File: config.mk
export PLATFORM = sky130hd
export DESIGN_NAME = stf_preamble_seq
export DESIGN_NICKNAME = d
export VERILOG_FILES = /design/src/rtl/stf_preamble_seq.sv
export SDC_FILE = /design/constraint.sdc
export NUM_CORES = 1
export LEC_CHECK = 0
export ABC_CLOCK_PERIOD_IN_PS = 3200
export BUFFER_PORTS_ARGS = -buffer_cell sky130_fd_sc_hd__buf_2
export CAP_MARGIN = 0
export CELL_PAD_IN_SITES_DETAIL_PLACEMENT = 1
export CELL_PAD_IN_SITES_GLOBAL_PLACEMENT = 1
export CORE_ASPECT_RATIO = 0.6
export CORE_UTILIZATION = 35
export DETAILED_ROUTE_END_ITERATION = 8
export GPL_ROUTABILITY_DRIVEN = 0
export PLACE_DENSITY = 0.9
export SYNTH_ARGS = -nofsm -noshare
export SYNTH_HDL_FRONTEND = slang
export SYNTH_SLANG_ARGS = --single-unit
File: constraint.sdc
create_clock -name clk -period 3.2 [get_ports clk]
set_clock_uncertainty 0.2 [all_clocks]
set_input_delay 0.32 -clock clk [delete_from_list [all_inputs] [get_ports clk]]
set_output_delay 0.32 -clock clk [all_outputs]
set_load 0.02 [all_outputs]
File: src/rtl/stf_preamble_seq.sv
`default_nettype none
// ============================================================================
//  Module   : stf_preamble_seq
//  Purpose  : Walks the external 16-entry STF ROM NUM_REP times and streams
//             the legacy short preamble as packed I/Q words over a
//             valid/ready interface. One preamble per start pulse; abort
//             cancels a preamble in flight.
//  Options  : STF_WINDOW_EN - when defined, sample 0 of each preamble has
//             I and Q halved (arithmetic shift) to form the window edge.
//  Revision : 1.0 - initial release
// ============================================================================
module stf_preamble_seq #(
    parameter int NUM_REP = 10
) (
    input  logic        clk,
    input  logic        rstn,
    input  logic        start,
    input  logic        abort,
    output logic        busy,
    output logic        done,
    output logic [3:0]  rom_addr,
    input  logic [31:0] rom_dout,
    output logic [31:0] sample_out,
    output logic        sample_valid,
    output logic        sample_last,
    input  logic        sample_ready
);

    localparam logic [0:0] c_IDLE     = 1'b0;
    localparam logic [0:0] c_RUN      = 1'b1;
    localparam logic [3:0] c_NUM_REP  = 4'(NUM_REP);
    localparam logic [3:0] c_LAST_REP = 4'(NUM_REP - 1);

    logic [0:0]  state_q,  state_d;
    logic [3:0]  idx_q,    idx_d;
    logic [3:0]  rep_q,    rep_d;
    logic [31:0] sample_q, sample_d;
    logic        valid_q,  valid_d;
    logic        last_q,   last_d;
    logic        done_q,   done_d;

    logic        w_remaining;
    logic        w_handshake;
    logic        w_final_hs;
    logic        w_load;
    logic [31:0] w_sample_in;

    // rep counts completed ROM passes; once it reaches NUM_REP every
    // sample of the preamble has been loaded into the output register.
    assign w_remaining = (rep_q < c_NUM_REP);
    assign w_handshake = valid_q && sample_ready;
    assign w_final_hs  = w_handshake && last_q;
    assign w_load      = (state_q == c_RUN) && !abort && w_remaining
                         && (!valid_q || sample_ready);

`ifdef STF_WINDOW_EN
    // Sample 0 only: halve I and Q with sign extension (window edge).
    assign w_sample_in = (rep_q == 4'd0 && idx_q == 4'd0)
                         ? {rom_dout[31], rom_dout[31:17], rom_dout[15], rom_dout[15:1]}
                         : rom_dout;
`else
    assign w_sample_in = rom_dout;
`endif

    // State register and all datapath flops, synchronous active-low reset.
    always_ff @(posedge clk) begin
        if (!rstn) begin
            state_q  <= c_IDLE;
            idx_q    <= 4'd0;
            rep_q    <= 4'd0;
            sample_q <= 32'd0;
            valid_q  <= 1'b0;
            last_q   <= 1'b0;
            done_q   <= 1'b0;
        end else begin
            state_q  <= state_d;
            idx_q    <= idx_d;
            rep_q    <= rep_d;
            sample_q <= sample_d;
            valid_q  <= valid_d;
            last_q   <= last_d;
            done_q   <= done_d;
        end
    end

    // Next-state logic: abort always wins, which also masks a same-cycle start.
    always_comb begin
        state_d = state_q;
        case (state_q)
            c_IDLE:  if (start && !abort) state_d = c_RUN;
            c_RUN:   if (abort || w_final_hs) state_d = c_IDLE;
            default: state_d = c_IDLE;
        endcase
    end

    // Datapath: counters, output register load/hold, done pulse generation.
    always_comb begin
        idx_d    = idx_q;
        rep_d    = rep_q;
        sample_d = sample_q;
        valid_d  = valid_q;
        last_d   = last_q;
        done_d   = 1'b0;
        if (state_q == c_IDLE) begin
            idx_d   = 4'd0;
            rep_d   = 4'd0;
            valid_d = 1'b0;
            last_d  = 1'b0;
        end else if (abort) begin
            // sample_out keeps its last value; it is meaningless without valid.
            idx_d   = 4'd0;
            rep_d   = 4'd0;
            valid_d = 1'b0;
            last_d  = 1'b0;
        end else if (w_load) begin
            sample_d = w_sample_in;
            valid_d  = 1'b1;
            last_d   = (rep_q == c_LAST_REP) && (idx_q == 4'd15);
            idx_d    = idx_q + 4'd1;
            if (idx_q == 4'd15) begin
                rep_d = rep_q + 4'd1;
            end
        end else if (w_handshake) begin
            // Only reachable for the final sample: nothing left to load.
            valid_d = 1'b0;
            last_d  = 1'b0;
            if (w_final_hs) begin
                done_d = 1'b1;
                idx_d  = 4'd0;
                rep_d  = 4'd0;
            end
        end
    end

    // Output decode: everything is a straight flop except busy.
    always_comb begin
        busy = (state_q == c_RUN);
    end

    assign done         = done_q;
    assign rom_addr     = idx_q;
    assign sample_out   = sample_q;
    assign sample_valid = valid_q;
    assign sample_last  = last_q;

endmodule
`default_nettype wire

* After elaboration in Yosys (flattened, before gate mapping)
Index checks and enable logic that the tools add are counted.
** Word-level totals
- Input port bits :: 37
- Flip-flop bits (word level) :: 44
** Cells by class
- Bitwise gates (word level) :: 4
- Add/sub/neg operators :: 2
- Reductions and logical operators :: 18
- Multiplexer cells :: 12
- $lt $le $gt $ge :: 1
- Eq/ne operators :: 3
** Operator list (count)
- $mux 4 :: 5
- $add 4x1->4 const B :: 2
- $eq 4x4->1 const B :: 2
- $logic_and 1x1->1 :: 7
- $mux 1 :: 6
- $reduce_and 3->1 :: 2
- $reduce_or 5->1 :: 1
- $lt 4x4->1 const B :: 1
- $not 1->1 :: 4
- $reduce_bool 2->1 :: 2
- $reduce_or 3->1 :: 1
- $logic_not 1->1 :: 2
- $logic_or 1x1->1 :: 2
- $ne 2x1->1 const B :: 1
- $pmux 1 s2 :: 1
- $reduce_and 2->1 :: 1

* Longest topological paths before layout
- Word-level depth :: 6
- Gate-level depth with buffers :: 6
- Depth with buffers taken out :: 5

* Worst setup path before layout
No wires, ideal clock.
- Kind :: register -> register
- Start :: reg state_q, in the netlist busy
- End :: reg last_q, in the netlist sample_last
- Path buffers :: 1
- Arrival time :: 1530 ps
- Path slack :: 1396 ps
- Stages on the path, launching flop included :: 6
- Cell sequence :: dfxtp_1 -> and2b_2 -> nand3_2 -> buf_6 -> or4_1 -> a21oi_1
** On the way
- Word-level cells in the longest chain between the ends :: 4
** RTL lines
- start, declared :: RTL line 34 : logic [0:0] state_q, state_d;
- start signal, assigned :: RTL line 68 : state_q <= c_IDLE;
- start signal, assigned :: RTL line 76 : state_q <= state_d;
- $logic_and 1x1->1 (2 in a row) :: RTL line 53 : assign w_load = (state_q == c_RUN) && !abort && w_remaining
- $logic_and 1x1->1 :: RTL line 54 : && (!valid_q || sample_ready);
- $mux 1 / $reduce_bool 2->1 (equally long branches)
- end signal, assigned :: RTL line 81 : last_q <= last_d;
- end, declared :: RTL line 39 : logic last_q, last_d;
Several ways; a longest one is shown, not always the timed one.
A chain may end at the register's enable or synchronous reset.

* Worst setup path in the final report
- Start :: reg rep_q[2]
- End :: reg rep_q[3]
** On the way
- Word-level cells in the longest chain between the ends :: 5
** RTL lines
- start, declared :: RTL line 36 : logic [3:0] rep_q, rep_d;
- start signal, assigned :: RTL line 78 : rep_q <= rep_d;
- $lt 4x4->1 :: RTL line 50 : assign w_remaining = (rep_q < c_NUM_REP);
- $logic_and 1x1->1 :: RTL line 53
- $logic_and 1x1->1 :: RTL line 54
- $ne 2x1->1 (no source line) / $reduce_bool 2->1 (equally long branches)
- $reduce_and 3->1 (no source line)
Several ways; a longest one is shown, not always the timed one. The select of a mux whose other input is x is not followed.

==> results.py <==
metrics = {
    "run_status": {
        "status": "finished, final reports clean",
    },
    "worst_setup_path": {
        "crit_type": "flip-flop to flip-flop",
        "worstSetupEndpointType": "flip-flop",
        "worst_ep_required_time_ns": 3.16,
        "start_kind": "flip-flop",
        "crit_path_max_fanout": 20,
        "cp.arrival_ns": 2.06,
    },
    "die": {
        "coreArea_um2": 4750,
        "die-width_um": 94.8,
        "fp-row-count": 19,
        "initial_core_util": 0.381,
        "die_area_um2": 5470,
        "die_y_um": 57.7,
        "ioPinCount": 77,
    },
    "cells_and_area": {
        "final_area_um2": 2340,
        "fin_nets": 327,
        "antenna_cells": 0,
        "final_cell_mix": "76 x buf_2, 72 x nand2_1, 44 x dfxtp_1",
        "drive_gt1_frac": 0.316,
        "final_common_cell": "buf_2",
        "nFillCells": 627,
        "layout.cells.non_filler": 351,
        "post-route-util": 0.493,
        "syn_to_final_growth_pct": 29.6,
    },
    "clock_tree": {
        "clock_path_buffers": 2,
        "clock_latency_ns": 0.29,
        "clkTransAtPathRegs_ns": 0.09,
        "cts.repair_timing.setup_buffer_count": 0,
        "cts_tree": "built",
        "hold_buffers": 0,
        "cts_resized": 0,
        "numCtsBuffers": 5,
        "h-tree-depth": 2,
        "numClockSinks": 44,
        "clockRootBuffer": "clkbuf_8",
    },
    "yosys": {
        "synth_area_leader_cell": "dfxtp_1",
        "synth_cell_type_count": 35,
        "syn-num-nets": 253,
        "avgSynthCellArea_um2": 8.49,
        "synthCells": 213,
        "synth_flop_cell": "dfxtp_1",
        "seq_area_frac_synth": 0.487,
        "synth_top_family_by_area": "simple AND/OR/NAND/NOR gates",
        "yosys_register_bits": 44,
        "synth_top_area_share": 0.487,
        "yosysWarnings": 0,
        "synthArstFlopShare": 0,
        "synthMuxAreaShare": 0,
        "syn_area_um2": 1810,
        "synth_edf_count": 0,
        "synth_compound_area_frac": 0.216,
        "synthAdderAreaFrac": 0.0207,
        "synth-simple-area-share": 0.240,
        "netlist_top_cells_area": "dfxtp_1 49%, nand2_1 15%, a21boi_1 13%",
        "synth-xor-area-share": 0,
    },
    "sta": {
        "finalSetupViolCount": 0,
        "relSlewSlack": 0.517,
        "setup_tns_ns": 0,
        "rsz0062_at_grt": "no",
        "maxSlewViolCount": 0,
        "period_share": 0.654,
        "tightest_slew_ns": 0.723,
        "hold_viol": 0,
        "fmax_mhz": 478,
        "whs_ns": 0.0383,
        "finalCriticalPeriod_ns": 2.09,
        "setup_slack_ns": 1.11,
    },
    "job": {
        "maxCapViolCount": 0,
    },
    "global_routing": {
        "antenna_found_initial": 0,
        "grt_max_degree": 36,
        "overflow": 0,
        "grt_pass1_vias": 1680,
        "grt_pass1_wl_um": 8090,
        "track_usage": 0.194,
    },
    "min_path": {
        "min_path_type": "input port to flip-flop",
    },
    "routing": {
        "drt-pass1-iter-count": 4,
        "ant_nets": 0,
        "vias_per_cell": 4.95,
        "route.detailed.drc": 0,
        "totalWireLength_um": 5020,
        "post_drt_wl_per_cell_um": 14.3,
        "num_vias": 1736,
        "drt_iter0_markers": 80,
    },
    "power": {
        "p_leak_nw": 1.01,
        "pwr_density_cell_nw_per_um2": 458,
        "peakVddDrop_v": 0.000267,
        "power_mw": 1.07,
    },
    "placed_design": {
        "placed_area_um2": 2230,
        "dp.cells": 343,
        "io_buffers": 76,
        "hpwl_um": 3730,
        "pre_cts_ws_ns": 1.06,
    },
}
==> layer usage <==
layer  vias to the layer above  GRT usage  part of all wire
li1                        870          -                 -
met5                         -          0                 0
met3                         2     0.0748             0.077
met2                        53      0.313              0.44
met1                       811      0.255              0.48
met4                         0     0.0260            0.0026
==> cells by family (layout without fill, tap and decap cells) <==
kind of cell,count (synthesis),after routing
buffers and inverters,14,89
DFF,44,44
AOI/OAI and AO/OA,56,56
and+or+nand+nor,96,96
adders and majority gates,3,3
==> registers in the layout, summed over array words and instances, names as in the netlist <==
signal	flops
busy	1
done	1
rep_q	4
rom_addr	4
sample_last	1
sample_out	32
sample_valid	1
==> cells in the mapped netlist (2+ instances only) <==
cell and instances:
nor2b_1 2, buf_2 4, nand2b_1 2, nor2_1 2
ha_1 3, nor3b_1 2, a21boi_1 32, o21ai_0 3
nand2_1 72, or4_1 3, inv_1 2, o21ai_1 4
clkbuf_1 7, a21oi_1 7, nand3_1 5, dfxtp_1 44
==> layout make-up <==
class | instances | area [µm²] | share of cell area
flip-flops and latches | 44 | 881 | 0.376
multi-input cells | 155 | 863 | 0.368
repair buffers | 79 | 403 | 0.172
well taps | 63 | 78.8 | 0.0336
clock buffers | 5 | 68.8 | 0.0293
clock inverters | 3 | 42.5 | 0.0181
inverters | 2 | 7.51 | 0.00320
==> where the power goes <==
part / switching [mW] / internal [mW] / total (mW)
Combinational: 0.0482 / 0.0384 / 0.0866
Sequential: 0.00626 / 0.558 / 0.564
Clock: 0.191 / 0.231 / 0.422
==> worst paths after layout <==
kind	startpoint	end	slack [ns]	depth (start not counted)
worst max-delay path	rep_q[2]$_SDFFE_PP0P_	rep_q[3]$_SDFFE_PP0P_	1.11	5
worst min-delay path	abort	busy$_SDFF_PN0_	0.04	2
worst max register to register	rep_q[2]$_SDFFE_PP0P_	rep_q[3]$_SDFFE_PP0P_	1.11	5
worst min register to register	sample_out[17]$_SDFFE_PN0P_	sample_out[17]$_SDFFE_PN0P_	0.26	2
==> worst max-delay path: stages (launching register included) <==
cell and delay (ns):
dfxtp_1 0.39, o21ai_2 0.23, nand3_2 0.38, buf_4 0.35
o21ai_1 0.27, a311oi_1 0.13
(Power assumes the default switching activity.)
